--- src/rtl/channel_dump_latch.sv ---
// Per-channel shadow latch. It captures correlator dumps and TIC measurements and
// serves them, with sticky status flags, through a one-cycle registered read port.
module channel_dump_latch #(
   parameter int DW     = 16,
   parameter int MISS_W = 4
) (
   input  logic          clk,
   input  logic          rst,
   input  logic          dump,
   input  logic          tic_enable,
   input  logic [DW-1:0] i_early,
   input  logic [DW-1:0] q_early,
   input  logic [DW-1:0] i_prompt,
   input  logic [DW-1:0] q_prompt,
   input  logic [DW-1:0] i_late,
   input  logic [DW-1:0] q_late,
   input  logic [31:0]   carrier_val,
   input  logic [20:0]   code_val,
   input  logic [10:0]   epoch,
   input  logic          rd_en,
   input  logic [3:0]    rd_addr,
   input  logic          irq_en,
   output logic [31:0]   rd_data,
   output logic          rd_valid,
   output logic          new_data,
   output logic          irq
);

   localparam logic [MISS_W-1:0] MISS_MAX = '1;
   localparam logic [3:0]        STATUS_ADDR = 4'd6;

   logic signed [DW-1:0] accum_in   [6];
   logic signed [DW-1:0] shadow_reg [6];
   logic [31:0]          word       [16];

   logic              dump_d_reg;
   logic              new_data_reg, new_data_next;
   logic              meas_valid_reg, meas_valid_next;
   logic [MISS_W-1:0] missed_cnt_reg, missed_cnt_next;
   logic [31:0]       carrier_reg;
   logic [20:0]       code_reg;
   logic [10:0]       epoch_reg;
   logic [31:0]       rd_data_reg;
   logic              rd_valid_reg;

   logic capture;
   logic miss;
   logic status_rd;

   assign accum_in[0] = i_early;
   assign accum_in[1] = q_early;
   assign accum_in[2] = i_prompt;
   assign accum_in[3] = q_prompt;
   assign accum_in[4] = i_late;
   assign accum_in[5] = q_late;

   // The channel presents fresh accumulations one cycle after its dump pulse.
   always_ff @(posedge clk or posedge rst) begin
      if (rst) dump_d_reg <= 1'b0;
      else     dump_d_reg <= dump;
   end

   assign capture   = dump_d_reg;
   assign miss      = capture & new_data_reg;
   assign status_rd = rd_en & (rd_addr == STATUS_ADDR);

   genvar gi;
   generate
      for (gi = 0; gi < 6; gi++) begin : g_shadow
         always_ff @(posedge clk or posedge rst) begin
            if (rst)          shadow_reg[gi] <= '0;
            else if (capture) shadow_reg[gi] <= accum_in[gi];
         end
         assign word[gi] = 32'(shadow_reg[gi]);
      end
      for (gi = 10; gi < 16; gi++) begin : g_unmapped
         assign word[gi] = 32'd0;
      end
   endgenerate

   assign word[6] = 32'({missed_cnt_reg, meas_valid_reg, new_data_reg});
   assign word[7] = carrier_reg;
   assign word[8] = 32'(code_reg);
   assign word[9] = 32'(epoch_reg);

   always_ff @(posedge clk or posedge rst) begin
      if (rst) begin
         carrier_reg <= '0;
         code_reg    <= '0;
         epoch_reg   <= '0;
      end else if (tic_enable) begin
         carrier_reg <= carrier_val;
         code_reg    <= code_val;
         epoch_reg   <= epoch;
      end
   end

   // A status read clears the flags, but a capture or TIC on the same edge wins.
   always_comb begin
      new_data_next   = new_data_reg;
      meas_valid_next = meas_valid_reg;
      missed_cnt_next = missed_cnt_reg;
      if (status_rd) begin
         new_data_next   = 1'b0;
         meas_valid_next = 1'b0;
         missed_cnt_next = '0;
      end
      if (capture) new_data_next = 1'b1;
      if (tic_enable) meas_valid_next = 1'b1;
      if (miss) begin
         if (status_rd)                        missed_cnt_next = MISS_W'(1);
         else if (missed_cnt_reg != MISS_MAX)  missed_cnt_next = missed_cnt_reg + MISS_W'(1);
      end
   end

   always_ff @(posedge clk or posedge rst) begin
      if (rst) begin
         new_data_reg   <= 1'b0;
         meas_valid_reg <= 1'b0;
         missed_cnt_reg <= '0;
      end else begin
         new_data_reg   <= new_data_next;
         meas_valid_reg <= meas_valid_next;
         missed_cnt_reg <= missed_cnt_next;
      end
   end

   always_ff @(posedge clk or posedge rst) begin
      if (rst) begin
         rd_data_reg  <= '0;
         rd_valid_reg <= 1'b0;
      end else begin
         rd_valid_reg <= rd_en;
         if (rd_en) rd_data_reg <= word[rd_addr];
      end
   end

   assign rd_data  = rd_data_reg;
   assign rd_valid = rd_valid_reg;
   assign new_data = new_data_reg;
   assign irq      = new_data_reg & irq_en;

endmodule
--- config.mk ---
export PLATFORM = sky130hd
export DESIGN_NAME = channel_dump_latch
export DESIGN_NICKNAME = d
export VERILOG_FILES = /design/src/rtl/channel_dump_latch.sv
export SDC_FILE = /design/constraint.sdc
export NUM_CORES = 1
export LEC_CHECK = 0
export BUFFER_PORTS_ARGS = -buffer_cell sky130_fd_sc_hd__buf_4
export CAP_MARGIN = 25
export CORE_MARGIN = 1
export CORE_UTILIZATION = 49
export DETAILED_ROUTE_END_ITERATION = 6
export GPL_TIMING_DRIVEN = 0
export PLACE_DENSITY = 0.77
export SYNTH_ARGS = -nofsm -noshare
export SYNTH_HDL_FRONTEND = slang
export SYNTH_SLANG_ARGS = --single-unit
--- constraint.sdc ---
create_clock -name clk -period 6.1 [get_ports clk]
set_input_delay 0.915 -clock clk [delete_from_list [all_inputs] [get_ports clk]]
set_output_delay 0.915 -clock clk [all_outputs]
set_load 0.02 [all_outputs]
Word level (Yosys, flattened, before mapping)
Index checks and enable logic that the tools add are counted.

Add/subtract/negate cells: 1. Order comparisons: 1. Equality and inequality tests: 2. Mux-type cells: 10. Bitwise logic cells: 4. Reduce and logical (&&, ||, !) cells: 2.

Operators with widths (number): $bmux W32 S4 (1); $mux W32 (2); $mux W4 (4); $ge A5 B5 Y1 const B (1); $not A4 Y5 (1); $add A4 B1 Y4 const B (1); $eq A4 B3 Y1 const B (1); $ne A4 B4 Y1 const B (1); $reduce_bool A2 Y1 (2); $and A1 B1 Y1 (3); $mux W1 (3).

Bits in registers: 200. Input port bits: 170. Output and inout bits: 35. Logic and storage cells: 35.

Longest topological paths before layout
Depth in word-level cells: 6. Mapped depth: 7. Mapped depth without buffers: 4.

Worst setup path after synthesis
OpenSTA, ideal clock, no wires.

Path kind: input port to flip-flop. From: input rd_addr[3]. To: register rd_data_reg[15] (netlist: rd_data[15]). Setup time: 126 ps. Data arrival time: 1959 ps. Data required time: 5974 ps. Slack: 4015 ps. Stages: 6. Path buffers: 2. Cells stage by stage: buf_2 -> nor3b_2 -> nor2b_4 -> and2_1 -> clkbuf_1 -> a221o_1.

Longest elaborated chain between the ends: 4.

RTL lines: start: declaration (RTL line 21) `input logic [3:0] rd_addr,`; $not A4 Y5 (not written as such) (RTL line 134) `if (rd_en) rd_data_reg <= word[rd_addr];`; $bmux W32 S4 (RTL line 134); $mux W32 (not written as such) (2 in a row) (RTL line 134); end signal: assignment (RTL line 134); end: declaration (RTL line 43) `logic [31:0] rd_data_reg;`.

No other way between the ends. The select of a mux whose other input is x is not followed. A chain may end at the register's enable or synchronous reset.

Worst setup path after layout
From: input irq_en. To: output irq.

Longest elaborated chain between the ends: 1.

RTL lines: start: declaration (RTL line 22) `input logic irq_en,`; $and A1 B1 Y1 (RTL line 141) `assign irq = new_data_reg & irq_en;`; end: declaration (RTL line 26) `output logic irq`.

No other way between the ends.

==> run metrics <==
Inst Count DP 1053; max cap viols 0; initial core utilization 50.7%; vias in the first global route 6481; Final Setup Violations 0; fmax 450 MHz; core area 17500 um^2; worst skew pair latency 0.43 ns; Worst VDD drop 210 uV; IO Count 205; Non-Filler Instances 1083; Setup TNS 0 ns; CTS Root Cell clkbuf_16; Hold/Removal Path Class reg -> reg; DPL Wire Length 17600 um; top post-synthesis cells by count dfrtp_1 (200), mux2_2 (172), nor2_1 (19); fraction of registers with async set/reset 100%; switching power 0.845 mW; main combinational cell family by area after synthesis multiplexers; Final Hold Fails 0; Synth Area in Compound Gates 7.11%; Cell Rows 48; Worst-Margin Slew 0.711 ns; top cell type's share of synthesized area 56.4%; Setup CP Type in -> out; Largest register FFs 96; Syn Std Cell Area 8870 um^2; adder-cell share of the synthesized area 0.141%; post-CTS sizing 0; Synth cell types 45; CTS buffer count 17; ranking of synthesized cells by area dfrtp_1 (56%), mux2_2 (22%), mux4_2 (3.8%), mux2i_1 (2.0%), o22ai_2 (1.4%); Area growth, synth to finish 27.6%; routed vias/inst 5.60; CTS sink count 200; IO Port Bufs 200; nets 1018; final max-slew violation count 0; First-pass DRT Iterations 5; gr ovfl total 0; syn nets 794; Synth warnings 0; ratio of total power to cell area 286 nW/um^2; H-tree depth 4; Reg clk slew, reported paths 0.06 ns; ANT cells 0; cell area after placement 10800 um^2; cells after synthesis 623; RSZ-0062 raised after global routing false; met3 Use GR 6.26%; Post-Synth Simple-Gate Area 4.53%; Final Power 3.23 mW; final instance area 11300 um^2; Die W 137 um; First DRT Iteration DRCs 353; first-pass GRT wire length 35600 um; Post-synth EDFFs 0; antenna-violating nets left 0; Post-CTS Hold Fix Bufs 0; Worst Setup End Kind output port; clock share of power 33.7%; switching share of power 26.2%; Yosys top cell by area dfrtp_1; CTS tree built; post-CTS setup buffer count 0; Filler Cell Count 1334; cell with the most instances after synthesis dfrtp_1; Slew Limit Headroom 52.6%; CP required 5.18 ns; Routed WL 23100 um; share of layout cells above drive strength 1 54.2%; met1 Use GR 34.8%; synthesis-stage register bit count 200; Critical Path Source Type primary input; chip height 137 um; crit path DAT 1.31 ns; DR WL/cell 21.3 um; register area share after synthesis 56.4%; post-synthesis mux area share 28.5%; XOR/XNOR Fraction of Synth Area 0%; routed vias 6066; Tmin final 2.22 ns; routability cong. 0.897; internal power 2.39 mW; outcome finished, final reports clean; initial antenna violation count 0; CTS Buffer Depth 2; crit path max fanout 1; syn avg cell area 14.2 um^2; DR DRC count 0; Most Crowded Layer GR met2; Main synth FF type dfrtp_1; Tot GR Track Use 26.2%; Leak Pwr 5.08 nW; largest net degree at the start of global routing 45; Die Footprint 18600 um^2; Tcrit/Tclk final 36.5%; skew final 0.00713 ns; met2 GRT Util 41.5%; Comb pwr share 17.7%; sequential power share 48.6%; Fin Hold WS 0.495 ns
-- final cells by class --
type / count / area, um^2 / share of cell area [%]
multi-input combinational: 367 / 3570 / 31.5
sequential: 200 / 5000 / 44.3
timing repair buffer: 205 / 1600 / 14.2
inverter: 14 / 56.3 / 0.498
tap: 225 / 282 / 2.49
clock inverter: 12 / 128 / 1.13
buffer: 42 / 241 / 2.14
clock buffer: 18 / 429 / 3.79
-- cell families after synthesis --
family / count (synthesis)
buffers and inverters: 56
DFF: 200
muxes: 211
and+or+nand+nor: 76
adders and majority gates: 1
AOI/OAI and AO/OA: 79
-- cell usage in the layout (no fill, tap or decap), drive strengths merged --
| cell | Yosys | final |
|---|---|---|
| buf | 28 | 233 |
| dfrtp | 200 | 200 |
| mux2 | 178 | 178 |
| clkbuf | 14 | 32 |
| nor2 | 21 | 21 |
| mux2i | 18 | 18 |
| mux4 | 15 | 15 |
| inv | 14 | 15 |
| nand3 | 13 | 13 |
| a21oi | 13 | 13 |
| nand2 | 12 | 12 |
| o22ai | 12 | 12 |
| a31oi | 10 | 10 |
| nand2b | 8 | 8 |
| a21o | 8 | 8 |
| a22oi | 8 | 8 |
| a221o | 7 | 7 |
| nor2b | 7 | 7 |
| clkinv | 0 | 7 |
| or3 | 6 | 6 |
| a221oi | 6 | 6 |
| o21ai | 5 | 5 |
| o2bb2ai | 4 | 4 |
| and2 | 3 | 3 |
| clkinvlp | 0 | 2 |
| o221ai | 2 | 2 |
| bufinv | 0 | 2 |
| a31o | 2 | 2 |
| nor3b | 2 | 2 |
| nor3 | 2 | 2 |
| a211oi | 1 | 1 |
| nand3b | 1 | 1 |
| o211a | 1 | 1 |
| and2b | 1 | 1 |
| ha | 1 | 1 |
-- routing by layer --
| layer | routed length [um] | vias up |
|---|---|---|
| li1 | - | 2730 |
| met1 | 9780 | 3049 |
| met2 | 10800 | 249 |
| met3 | 1840 | 38 |
| met4 | 635 | 0 |
| met5 | 0 | - |
-- per-stage QoR --
stage / util, % / worst slack [ns]
2_1_floorplan: - / 2.60
3_3_place_gp: 61.0 / 1.62
3_5_place_dp: 61.5 / 3.71
4_1_cts: 64.7 / 3.88
5_1_grt: 64.7 / 3.87
6_report: 64.7 / 3.88
-- power by group through the flow --
stage	sequential [mW]	clock, mW	combinational, mW
floorplan	1.59	0	0.317
global placement	1.58	0	0.544
detailed placement	1.59	0	0.571
CTS	1.57	1.10	0.574
global route	1.59	1.16	0.614
finish	1.57	1.09	0.571
-- worst max-delay path, stage by stage --
cell and delay (ns):
buf_4 0.11, and2_1 0.14, buf_4 0.15
-- final timing paths --
check | startpoint | endpoint | slack (ns) | depth (start not counted)
hold reg to reg | meas_valid_reg$_DFFE_PP0P_ | meas_valid_reg$_DFFE_PP0P_ | 0.50 | 1
setup / recovery | irq_en | irq | 3.88 | 3
setup reg to reg | capture$_DFF_PP0_ | shadow_reg[8]$_DFFE_PP0P_ | 4.31 | 4
min in group asynchronous | rst | code_reg[1]$_DFFE_PP0P_ | 0.51 | 2
hold / removal | meas_valid_reg$_DFFE_PP0P_ | meas_valid_reg$_DFFE_PP0P_ | 0.50 | 1
max in group asynchronous | rst | shadow_reg[90]$_DFFE_PP0P_ | 4.52 | 5
Note: power is estimated with default switching activity, not from simulation.
